<file path="src/rtl/regfile_if.sv">
// Register file bus: write-back write port, two decode read ports and a debug read port.
// master is the pipeline/debug side; slave is the register file.
interface regfile_if #(
   parameter int DATA_W = 32,
   parameter int ADDR_W = 5
);
   logic              we;
   logic [ADDR_W-1:0] waddr;
   logic [DATA_W-1:0] wdata;
   logic              re1;
   logic [ADDR_W-1:0] raddr1;
   logic [DATA_W-1:0] rdata1;
   logic              re2;
   logic [ADDR_W-1:0] raddr2;
   logic [DATA_W-1:0] rdata2;
   logic [ADDR_W-1:0] dbg_raddr;
   logic [DATA_W-1:0] dbg_rdata;

   modport master (
      output we, waddr, wdata,
      output re1, raddr1, re2, raddr2, dbg_raddr,
      input  rdata1, rdata2, dbg_rdata
   );

   modport slave (
      input  we, waddr, wdata,
      input  re1, raddr1, re2, raddr2, dbg_raddr,
      output rdata1, rdata2, dbg_rdata
   );
endinterface

</file>
<file path="src/rtl/regfile.sv">
// MIPS32 general-purpose register file: 2 bypassed combinational read ports,
// 1 clocked write port and a committed-state-only debug read port. $0 is hardwired to zero.
module regfile #(
   parameter int DATA_W  = 32,
   parameter int ADDR_W  = 5,
   parameter int REG_NUM = 32
) (
   input  logic     clk,
   input  logic     rst,
   regfile_if.slave rf
);

   logic [DATA_W-1:0]  regs_reg [REG_NUM];
   logic [REG_NUM-1:0] wr_sel;
   logic [DATA_W-1:0]  rdata1_next;
   logic [DATA_W-1:0]  rdata2_next;
   logic [DATA_W-1:0]  dbg_rdata_next;

   // One-hot write decode; entry 0 can never be selected, so $0 stays at its reset value.
   assign wr_sel[0] = 1'b0;
   for (genvar gi = 1; gi < REG_NUM; gi++) begin : g_wr_sel
      assign wr_sel[gi] = rf.we && (rf.waddr == ADDR_W'(gi));
   end

   always_ff @(posedge clk or posedge rst) begin
      if (rst) begin
         for (int i = 0; i < REG_NUM; i++) begin
            regs_reg[i] <= '0;
         end
      end else begin
         for (int i = 0; i < REG_NUM; i++) begin
            if (wr_sel[i]) begin
               regs_reg[i] <= rf.wdata;
            end
         end
      end
   end

   // The write-through bypass only exists on the decode ports; debug sees committed state.
   always_comb begin
      rdata1_next    = '0;
      rdata2_next    = '0;
      dbg_rdata_next = '0;

      if (!rst && (rf.raddr1 != '0) && rf.re1) begin
         if (rf.we && (rf.raddr1 == rf.waddr)) begin
            rdata1_next = rf.wdata;
         end else begin
            rdata1_next = regs_reg[rf.raddr1];
         end
      end

      if (!rst && (rf.raddr2 != '0) && rf.re2) begin
         if (rf.we && (rf.raddr2 == rf.waddr)) begin
            rdata2_next = rf.wdata;
         end else begin
            rdata2_next = regs_reg[rf.raddr2];
         end
      end

      if (!rst && (rf.dbg_raddr != '0)) begin
         dbg_rdata_next = regs_reg[rf.dbg_raddr];
      end
   end

   assign rf.rdata1    = rdata1_next;
   assign rf.rdata2    = rdata2_next;
   assign rf.dbg_rdata = dbg_rdata_next;

endmodule

</file>
<file path="src/flat_wrapper.sv">
// flat-port wrapper written by rule: the top's interface ports become plain ports
module regfile_flat 
#(
   parameter int DATA_W  = 32,
   parameter int ADDR_W  = 5,
   parameter int REG_NUM = 32
)
  (clk, rst, rf_we, rf_waddr, rf_wdata, rf_re1, rf_raddr1, rf_re2, rf_raddr2, rf_dbg_raddr, rf_rdata1, rf_rdata2, rf_dbg_rdata);
  regfile_if #(.DATA_W(DATA_W), .ADDR_W(ADDR_W)) rf_i ();
  input  logic clk;
  input  logic rst;
  input wire logic [$bits(rf_i.we)-1:0] rf_we;
  input wire logic [$bits(rf_i.waddr)-1:0] rf_waddr;
  input wire logic [$bits(rf_i.wdata)-1:0] rf_wdata;
  input wire logic [$bits(rf_i.re1)-1:0] rf_re1;
  input wire logic [$bits(rf_i.raddr1)-1:0] rf_raddr1;
  input wire logic [$bits(rf_i.re2)-1:0] rf_re2;
  input wire logic [$bits(rf_i.raddr2)-1:0] rf_raddr2;
  input wire logic [$bits(rf_i.dbg_raddr)-1:0] rf_dbg_raddr;
  output wire logic [$bits(rf_i.rdata1)-1:0] rf_rdata1;
  output wire logic [$bits(rf_i.rdata2)-1:0] rf_rdata2;
  output wire logic [$bits(rf_i.dbg_rdata)-1:0] rf_dbg_rdata;
  assign rf_i.we = rf_we;
  assign rf_i.waddr = rf_waddr;
  assign rf_i.wdata = rf_wdata;
  assign rf_i.re1 = rf_re1;
  assign rf_i.raddr1 = rf_raddr1;
  assign rf_i.re2 = rf_re2;
  assign rf_i.raddr2 = rf_raddr2;
  assign rf_i.dbg_raddr = rf_dbg_raddr;
  assign rf_rdata1 = rf_i.rdata1;
  assign rf_rdata2 = rf_i.rdata2;
  assign rf_dbg_rdata = rf_i.dbg_rdata;
  regfile #(.DATA_W(DATA_W), .ADDR_W(ADDR_W), .REG_NUM(REG_NUM)) u_core (.clk(clk), .rst(rst), .rf(rf_i));
endmodule
</file>
<file path="config.mk">
export PLATFORM = sky130hd
export DESIGN_NAME = regfile_flat
export DESIGN_NICKNAME = d
export VERILOG_FILES = /design/src/rtl/regfile_if.sv /design/src/rtl/regfile.sv /design/src/flat_wrapper.sv
export SDC_FILE = /design/constraint.sdc
export NUM_CORES = 2
export LEC_CHECK = 0
export CAP_MARGIN = 20
export CELL_PAD_IN_SITES_DETAIL_PLACEMENT = 0
export CELL_PAD_IN_SITES_GLOBAL_PLACEMENT = 1
export CORE_UTILIZATION = 47
export CTS_CLUSTER_SIZE = 8
export DETAILED_ROUTE_END_ITERATION = 8
export PLACE_DENSITY = 0.8
export SLEW_MARGIN = 5
export SYNTH_ARGS = -nofsm -noshare
export SYNTH_HDL_FRONTEND = slang
export SYNTH_SLANG_ARGS = --single-unit
</file>
<file path="constraint.sdc">
create_clock -name clk -period 162.7 [get_ports clk]
set_input_delay 48.81 -clock clk [delete_from_list [all_inputs] [get_ports clk]]
set_output_delay 48.81 -clock clk [all_outputs]
set_load 0.03 [all_outputs]
</file>
==> impl_results.md <==
- Final WL: 229000 um
- WL/cell: roughly 38 um
- P per Cell Area: approximately 12 nW/um2
- Vias in the first global route: 44200
- Die Wd: 365 um
- Synthesized flop and latch total: 992
- Hold Vio Cnt, Final: 0
- EDFF count, synth: 0
- RSZ-0062 raised after global routing: false
- # clock sinks: 992
- Endpoints failing setup: 0
- Startpoint Class: input pin
- WP data arrival: 53810 ps
- Top_reg_cell synth: dfrtp_1
- Max stage delay on crit path: 800 ps
- Ports: roughly 150
- Clock transition at path regs: 40 ps
- Min Tclk post-route: 102620 ps
- # DRC: 0
- Die Ht: about 370 um
- First-pass GRT wire length: 327000 um
- Req. time, crit path: 113890 ps
- Max reg flops: 992
- Post-CTS setup buffers: 0
- Via Count: 44800
- CP endpoint kind: output pin
- Initial antenna violation count: 15
- Peak supply drop: between 8 and 9 uV
- TritonCTS clock tree: done
- Buffers from clock root to sink, at most: 3
- Initial drt markers: 6200
- # hold bufs at CTS: 0
- Hold Path Class: reg2reg
- Num CTS Buffers: between 100 and 150
- Setup TNS: 0 ps
- Netlist Area Pre-Place: approximately 62000 um2
- Gpl congestion: ~0.89
- Drt first pass iters: 6
- Cell Rows: 132
- Leakage dissipation: 28.6 nW
- Final #Nets: roughly 4300
- Worst-Skew Late Latency: approximately 770 ps
- Setup WS pre-CTS: 60300 ps
- Post-synth cell types: 58
- Final worst path period share: 63.1%
- Total track usage: 34.5%
- Clock share of power: about a third
- Post-Syn Nets: 4379
- DP HPWL: 131000 um
- Top cell type's share of synthesized area: roughly two fifths
- Total gr overflow: 0
- Antenna viol nets, final: 0
- Synth async-reset ratio: 100%
- Hold depth: 1
- Cells after Synth: 4322
- Largest net degree at the start of global routing: 145
- Die area: around 130000 um2
- Combinational Power Share: 24.9%
- Relative slew margins: 18.1%
- Share of layout cells above drive strength 1: a little under half
- Worst slew pin tran: 1220 ps
- Yosys warnings: 0
- Max H-tree Level: 4
- Reg2Reg Depth: 1
- Filler cell count: 10700
- MaxCap Viol Count: 0
- Fmax achieved: a little under 10 MHz
- Initial core utilization: between 40 and 50%
- Core area: 130000 um2
- Post_cts resized: 0
- Part of the power in registers: 42.1%
- Worst path cell trace: clkdlybuf4s50_1 -> buf_4 -> clkinv_1 -> buf_4 -> nand3b_1 -> o22ai_1 -> or4_1 -> o22ai_1 -> clkdlybuf4s50_1
- Vias per std cell: approximately 7.5
- Status: complete, no violations
- Root Buffer: clkbuf_16
- Worst-path fanout max: 15
- Max Slew Vio Count: 0
- Most common cell after layout, fill and taps aside: dfrtp_1
- Syn avg cell area: 14.4 um2
- Synth area leaders: dfrtp_1 (40%), mux4_2 (23%), mux2_2 (17%), mux2_1 (3.5%), mux2i_1 (3.4%)
- Final Power: ~0.81 mW
- Final Skew: 0 ps
- PnR worst setup slack: 60080 ps
- Synth-to-Final Area Change: 10.5%
- Sw Pwr: 0.244 mW
- CP max stage cell: clkdlybuf4s50_1
- Switching portion of total power: ~30%
- Internal power: 0.571 mW
- Crit Path Class: in2out
- Synth area leader: dfrtp_1
- I/O Buffers: 152
- Sequential area share after synthesis: 40.0%
- Most frequent cells in the layout: dfrtp_1 (992), mux2_2 (923), mux4_2 (645)
==> layout make-up <==
| class | instances | area, um2 | share of cell area [%] |
|---|---|---|---|
| Multi-Input combinational cell | 2826 | 35000 | 51.1 |
| Sequential cell | 992 | 24800 | 36.2 |
| Clock buffer | 149 | 3700 | 5.39 |
| Timing Repair Buffer | 295 | 2750 | 4.01 |
| Tap cell | 1742 | 2180 | 3.18 |
| Clock inverter | 8 | 68.8 | 0.100 |
| Inverter | 3 | 18.8 | 0.0274 |
| Antenna cell | 3 | 7.51 | 0.0109 |
==> critical path: cells and delay by family <==
| kind | cells | cell delay (ps) |
|---|---|---|
| buffers and inverters | 5 | 2840 |
| and+or+nand+nor | 2 | 1380 |
| AOI/OAI and AO/OA | 2 | 730 |
==> worst paths after layout <==
check | from | to | slack [ps]
setup / recovery | rf_raddr2[3] | rf_rdata2[2] | 60080
hold / removal | u_core.regs_reg[579] | u_core.regs_reg[579] | 530
setup reg to reg | u_core.regs_reg[424] | u_core.regs_reg[424] | 161840
hold reg to reg | u_core.regs_reg[579] | u_core.regs_reg[579] | 530
max in group asynchronous | rst | u_core.regs_reg[730] | 110470
min in group asynchronous | rst | u_core.regs_reg[485] | 48760
==> metal layers <==
metal	GRT usage (%)	up-vias	share of wire, %
met1	46.2	23700	38
met5	0.690	-	0.10
li1	-	17100	-
met4	17.6	18	5.7
met2	49.4	3288	43
met3	12.3	726	13
==> power by group through the flow <==
stage	Combinational [mW]	Sequential, mW	Clock (mW)
after floorplan	0.157	0.329	0
after global placement	0.196	0.340	0
after detailed placement	0.200	0.344	0
after CTS	0.201	0.340	0.270
after global routing	0.213	0.349	0.280
final	0.203	0.343	0.268
==> cell usage after synthesis, drive strengths merged, types with 8 or more instances <==
library cell / count
nor3: 27
o211ai: 17
clkbuf: 206
o21ai: 25
xor2: 8
a221oi: 8
mux2i: 211
o2111ai: 12
nor2: 87
mux4: 645
o32a: 14
dfrtp: 992
nor4: 9
mux2: 1114
a22o: 69
buf: 295
o211a: 12
o22ai: 114
or4: 8
a211oi: 52
nand3: 11
a221o: 26
a21oi: 50
nand2: 83
o311ai: 17
nor2b: 57
nand2b: 12
and3: 12
a22oi: 76
==> kinds of logic after synthesis <==
| logic type | share of synthesized area [%] |
|---|---|
| flops | 40.0 |
| buf+inv | 4.00 |
| compound gates | 6.26 |
| simple gates | 2.60 |
| mux | 47.0 |
| xor+xnor | 0.141 |
==> through the flow <==
| step | utilization (%) | area [um2] | hold WS [ps] | std cells |
|---|---|---|---|---|
| final | 52.6 | 68600 | 528 | 6018 |
| after global routing | 52.6 | 68600 | 543 | 6016 |
| after CTS | 52.6 | 68500 | 527 | 6011 |
| after detailed placement | 49.7 | 64800 | 512 | 5854 |
| after global placement | 49.7 | 64700 | 501 | 5852 |
| after floorplan | - | 62100 | 487 | 4322 |
Power figures use the tool's default switching activity.
